File: config.mk
export PLATFORM = sky130hd
export DESIGN_NAME = uart_tx_engine
export DESIGN_NICKNAME = d
export VERILOG_FILES = /design/src/rtl/uart_pkg.sv /design/src/rtl/uart_baud_gen.sv /design/src/rtl/uart_tx_engine.sv
export SDC_FILE = /design/constraint.sdc
export NUM_CORES = 1
export LEC_CHECK = 0
export CORE_MARGIN = 5
export CORE_UTILIZATION = 45
export CTS_BUF_LIST = sky130_fd_sc_hd__clkbuf_4
export CTS_CLUSTER_DIAMETER = 120
export DETAILED_ROUTE_END_ITERATION = 8
export HOLD_SLACK_MARGIN = 0.02
export PLACE_DENSITY = 0.79
export SYNTH_ARGS = -nofsm -noshare
export SYNTH_HDL_FRONTEND = slang
export SYNTH_SLANG_ARGS = --single-unit
File: constraint.sdc
create_clock -name clk -period 2.9 [get_ports clk]
set_input_delay 0.29 -clock clk [delete_from_list [all_inputs] [get_ports clk]]
set_output_delay 0.29 -clock clk [all_outputs]
set_load 0.05 [all_outputs]
File: src/rtl/uart_pkg.sv
// Shared definitions for the UART transmit path: FSM encoding and line constants.
package uart_pkg;

    typedef enum logic [2:0] {
        IDLE  = 3'd0,
        FETCH = 3'd1,
        LOAD  = 3'd2,
        START = 3'd3,
        DATA  = 3'd4,
        STOP  = 3'd5
    } uart_state_e;

    localparam logic UART_IDLE_LVL        = 1'b1;
    localparam int   DATA_BITS            = 8;
    localparam int   DEF_CLKS_PER_BIT     = 1085;  // 125 MHz / 115200

endpackage

File: src/rtl/uart_baud_gen.sv
// Bit-period timer: counts 0..CLKS_PER_BIT-1 while run_i is high and pulses
// tick_o on the last count of each bit period. Dropping run_i clears it.
module uart_baud_gen
    import uart_pkg::*;
#(
    parameter int CLKS_PER_BIT = DEF_CLKS_PER_BIT
) (
    input  logic clk,
    input  logic rst,
    input  logic run_i,
    output logic tick_o
);

    localparam int              CW   = $clog2(CLKS_PER_BIT);
    localparam logic [CW-1:0]   LAST = CW'(CLKS_PER_BIT - 1);

    logic [CW-1:0] cnt_q;

    // Free-run within a frame, wrap on the tick, park at zero when stopped.
    always_ff @(posedge clk or posedge rst) begin
        if (rst)
            cnt_q <= '0;
        else if (!run_i || cnt_q == LAST)
            cnt_q <= '0;
        else
            cnt_q <= cnt_q + CW'(1);
    end

    assign tick_o = run_i && (cnt_q == LAST);

endmodule

File: src/rtl/uart_tx_engine.sv
// 8N1 transmit serializer draining the print FIFO (non-FWFT, 1-cycle read
// latency) onto the TX pin, with active-low CTS flow control checked per byte.
module uart_tx_engine
    import uart_pkg::*;
#(
    parameter int CLKS_PER_BIT = DEF_CLKS_PER_BIT,
    parameter int STOP_BITS    = 1,
    parameter bit CTS_EN       = 1'b1
) (
    input  logic        clk,
    input  logic        rst,
    input  logic        fifo_empty_i,
    input  logic [7:0]  fifo_dout_i,
    output logic        fifo_rden_o,
    input  logic        uart_cts_i,
    output logic        uart_tx_o,
    output logic        tx_busy_o,
    output logic [31:0] tx_byte_cnt_o
);

    uart_state_e              state_q, state_d;
    logic                     cts_meta_q, cts_n_s;
    logic [DATA_BITS-1:0]     shift_q;
    logic [2:0]               bit_idx_q;
    logic                     stop_idx_q;
    logic                     tx_q;
    logic [31:0]              byte_cnt_q;
    logic                     baud_run, baud_tick;
    logic                     cts_ok, stop_last, pop;

    // CTS comes straight from the host connector; resync and default to "not clear".
    always_ff @(posedge clk or posedge rst) begin
        if (rst) begin
            cts_meta_q <= 1'b1;
            cts_n_s    <= 1'b1;
        end else begin
            cts_meta_q <= uart_cts_i;
            cts_n_s    <= cts_meta_q;
        end
    end

    assign cts_ok    = !CTS_EN || !cts_n_s;
    assign stop_last = (STOP_BITS == 1) ? 1'b1 : stop_idx_q;
    assign baud_run  = (state_q == START) || (state_q == DATA) || (state_q == STOP);

    uart_baud_gen #(
        .CLKS_PER_BIT(CLKS_PER_BIT)
    ) u_baud (
        .clk    (clk),
        .rst    (rst),
        .run_i  (baud_run),
        .tick_o (baud_tick)
    );

    // State register.
    always_ff @(posedge clk or posedge rst) begin
        if (rst) state_q <= IDLE;
        else     state_q <= state_d;
    end

    // Next-state and pop strobe; the pop is held off while reset is asserted.
    always_comb begin
        state_d = state_q;
        pop     = 1'b0;
        case (state_q)
            IDLE: begin
                if (!rst && !fifo_empty_i && cts_ok) begin
                    pop     = 1'b1;
                    state_d = FETCH;
                end
            end
            FETCH: state_d = LOAD;
            LOAD:  state_d = START;
            START: if (baud_tick) state_d = DATA;
            DATA:  if (baud_tick && bit_idx_q == 3'(DATA_BITS - 1)) state_d = STOP;
            STOP:  if (baud_tick && stop_last) state_d = IDLE;
            default: state_d = IDLE;
        endcase
    end

    // Datapath: latch the popped byte, then present one bit per baud tick, LSB first.
    always_ff @(posedge clk or posedge rst) begin
        if (rst) begin
            shift_q    <= '0;
            bit_idx_q  <= '0;
            stop_idx_q <= 1'b0;
            tx_q       <= UART_IDLE_LVL;
        end else begin
            case (state_q)
                LOAD: begin
                    shift_q    <= fifo_dout_i;
                    bit_idx_q  <= '0;
                    stop_idx_q <= 1'b0;
                    tx_q       <= ~UART_IDLE_LVL;
                end
                START: if (baud_tick) tx_q <= shift_q[0];
                DATA: begin
                    if (baud_tick) begin
                        shift_q   <= shift_q >> 1;
                        bit_idx_q <= bit_idx_q + 3'd1;
                        tx_q      <= (bit_idx_q == 3'(DATA_BITS - 1)) ? UART_IDLE_LVL : shift_q[1];
                    end
                end
                STOP: if (baud_tick) stop_idx_q <= ~stop_idx_q;
                default: tx_q <= UART_IDLE_LVL;
            endcase
        end
    end

    // Count a byte only once its final stop bit has completed; wraps silently.
    always_ff @(posedge clk or posedge rst) begin
        if (rst)
            byte_cnt_q <= '0;
        else if (state_q == STOP && baud_tick && stop_last)
            byte_cnt_q <= byte_cnt_q + 32'd1;
    end

    assign fifo_rden_o   = pop;
    assign uart_tx_o     = tx_q;
    assign tx_busy_o     = (state_q != IDLE);
    assign tx_byte_cnt_o = byte_cnt_q;

endmodule

==> results.sh <==
export IMPL_hold_path_startpoint="uart_cts_i"
export IMPL_cp_max_fo=9
export IMPL_worst_hold_path_endpoint="cts_meta_q"
export IMPL_setup_violations=0
export IMPL_critPathKind="register to primary output"
export IMPL_first_pass_iters=4
export IMPL_gp_congestion=0.811
export IMPL_avgSynthCellArea_sq_um=10.6
export IMPL_power_density_mw_per_mm2=390
export IMPL_antenna_found_initial=0
export IMPL_ir_drop_uv=249
export IMPL_slew_headroom=0.548
export IMPL_grt_max_degree=33
export IMPL_pre_cts_slack_ps=560
export IMPL_drv_slew=0
export IMPL_fin_hold_ws_ps=288
export IMPL_root_buffer="clkbuf_4"
export IMPL_layout_drive_gt1_share=0.0920
export IMPL_run_status="complete, no violations"
export IMPL_grt_overflow_total=0
export IMPL_design_core_area_sq_mm=0.00624
export IMPL_postSynth_asyncResetShare=1.00
export IMPL_wl_per_cell_um=14.0
export IMPL_synth_cell_types=41
export IMPL_worst_slew_pin_slew_ps=673
export IMPL_setup_tns_final_ps=0
export IMPL_rows=29
export IMPL_dieArea_sq_mm=0.00801
export IMPL_grt_setup_unrepaired="false"
export IMPL_synth_net_count=285
export IMPL_area_delta_synth_final_pct=23.9
export IMPL_antenna_left=0
export IMPL_reg2reg_to="tx_byte_cnt_o[26]"
export IMPL_crit_path_end_kind="primary output"
export IMPL_place_inst=388
export IMPL_cp_arrival_ps=2300
export IMPL_place_area_sq_mm=0.00342
export IMPL_cts_buffers=9
export IMPL_start_kind="register"
export IMPL_layout_setup_ws_ps=306
export IMPL_min_period_ps=2590
export IMPL_grt_pass1_wl_mm=9.84
export IMPL_hold_viol=0
export IMPL_cts_buffer_depth=2
export IMPL_nNetsFinal=339
export IMPL_grt_pass1_vias=2135
export IMPL_skew_ps=7.86
export IMPL_floorplan_initialDensity=0.456
export IMPL_worstReg2RegStart="u_baud.cnt_q[0]"
export IMPL_avgViaCountPerCell=5.34
export IMPL_num_antenna_cells=0
export IMPL_h_tree_depth=3
export IMPL_die_w_um=89.5
export IMPL_total_leakage_power_nw=1.57
export IMPL_fill_cells=560
export IMPL_final_cell_area_sq_mm=0.00352
export IMPL_cts_resized=0
export IMPL_wirelength_mm=5.65
export IMPL_hp_class="input pin to register"
export IMPL_io_buffers=46
export IMPL_r2r_setup_slack_ps=560
export IMPL_fin_util=0.565
export IMPL_io_pins=47
export IMPL_synth_edf_count=0
export IMPL_yosysWarnings=0
export IMPL_cap_violations=0
export IMPL_finalPower_mw=1.38
export IMPL_layoutNonFillerInstCount=403
export IMPL_ys_ff_latch=60
export IMPL_r2r_cells=7
export IMPL_dpl_hpwl_mm=4.22
export IMPL_cts_tree="built"
export IMPL_post_cts_setup_buffer_count=0
export IMPL_timing_final_crit_share=0.895
export IMPL_drt_iter0_markers=76
export IMPL_hold_path_cell_count=1
export IMPL_grt_use_total=0.164
export IMPL_num_vias=2154
export IMPL_synth_flop_cell="dfrtp_1"
export IMPL_die_h_um=89.5
export IMPL_clk_latency_ps=400
export IMPL_cts_hold_buf=0
export IMPL_max_freq_ghz=0.385
export IMPL_yosysSeqAreaShare=0.529
export IMPL_netlist_instances=268
export IMPL_drc=0
export IMPL_clock_sinks=60
export IMPL_synth_area_sq_mm=0.00284
export IMPL_path_clk_slew_ps=100
export IMPL_crit_required_ps=2610
-- registers in the layout, summed over array words and instances (netlist names) --
register / cells
bit_idx_q: 3
cts_n_s: 1
state_q: 3
uart_tx_o: 1
shift_q: 8
tx_byte_cnt_o: 32
cts_meta_q: 1
u_baud.cnt_q: 11
-- cells in the mapped netlist (all sizes together) (6+ instances only) --
| cell type | number | share of area |
|---|---|---|
| nor2 | 27 | 0.037 |
| xnor2 | 23 | 0.071 |
| nand4 | 11 | 0.024 |
| mux2i | 8 | 0.028 |
| nand2 | 20 | 0.026 |
| nand3 | 21 | 0.037 |
| nor3 | 7 | 0.014 |
| xor2 | 17 | 0.052 |
| and3 | 7 | 0.015 |
| dfrtp | 57 | 0.50 |
| a21oi | 6 | 0.011 |
| o21ai | 11 | 0.019 |
-- cells in the final DEF (no fill, tap or decap), drive strengths merged --
cell | synthesis | routed
nand2b | 4 | 4
clkdlybuf4s50 | 0 | 46
nand2 | 20 | 20
nor2b | 3 | 3
nand4bb | 2 | 2
or4 | 3 | 3
o21bai | 1 | 1
nor2 | 27 | 27
and4 | 1 | 1
o21ai | 11 | 11
o32ai | 1 | 1
clkinv | 0 | 4
and3 | 7 | 7
mux2 | 1 | 1
nand3 | 21 | 21
and2 | 2 | 2
nand4b | 1 | 1
nor3 | 7 | 7
a21oi | 6 | 6
ha | 5 | 5
dfrtp | 57 | 57
a32o | 2 | 2
nor4 | 2 | 2
o22ai | 1 | 1
nand4 | 11 | 11
inv | 5 | 5
xor2 | 17 | 17
or2 | 2 | 2
buf | 4 | 5
xnor2 | 23 | 23
o31ai | 1 | 1
mux2i | 8 | 8
dfstp | 3 | 3
a31oi | 2 | 2
or3 | 3 | 3
clkbuf | 4 | 11
-- worst max-delay path, stage by stage, from the launching register on --
cell	delay (ps)
dfrtp_1	470
or3_1	440
nor4_2	150
clkdlybuf4s50_1	840
-- layout make-up --
cell class	count	area, sq um	area share
clock inverters	4	17.5	0.00497
flip-flops and latches	60	1510	0.427
repair buffers	51	510	0.145
multi-input cells	195	1290	0.367
inverters	5	18.8	0.00533
well taps	77	96.3	0.0273
clock buffers	11	82.6	0.0234
-- routing by layer --
| layer | up-vias | global-route usage | share of wire |
|---|---|---|---|
| li1 | 1045 | - | - |
| met4 | 0 | 0.0690 | 0.012 |
| met3 | 8 | 0.0507 | 0.065 |
| met1 | 1042 | 0.196 | 0.43 |
| met2 | 59 | 0.273 | 0.49 |
| met5 | - | 0 | 0 |
-- power by group --
| group | internal, mW | switching (mW) |
|---|---|---|
| clock | 0.183 | 0.301 |
| sequential | 0.844 | 0.00429 |
| combinational | 0.0202 | 0.0228 |
| total | 1.05 | 0.328 |
-- worst max path at each step --
stage,startpoint,end,slack (ps),cells after the start
6_report,state_q[2],fifo_rden_o,310,3
5_1_grt,state_q[2],fifo_rden_o,170,3
4_1_cts,state_q[2],fifo_rden_o,270,3
3_5_place_dp,u_baud.cnt_q[0],tx_byte_cnt_o[26],560,7
3_3_place_gp,u_baud.cnt_q[0],tx_byte_cnt_o[26],620,7
2_1_floorplan,state_q[1],fifo_rden_o,570,3
-- cell families (layout without fill, tap and decap cells) --
| group | after synthesis | count (layout) | share of synthesized area |
|---|---|---|---|
| buffers and inverters | 13 | 71 | 0.0185 |
| multiplexers | 9 | 9 | 0.0321 |
| XOR/XNOR | 40 | 40 | 0.123 |
| adder cells (fa/ha/maj) | 5 | 5 | 0.0220 |
| AND/OR/NAND/NOR | 116 | 116 | 0.223 |
| AO/OA/AOI/OAI | 25 | 25 | 0.0519 |
| flip-flops | 60 | 60 | 0.529 |
No activity file was read; power rests on OpenSTA's default activity.
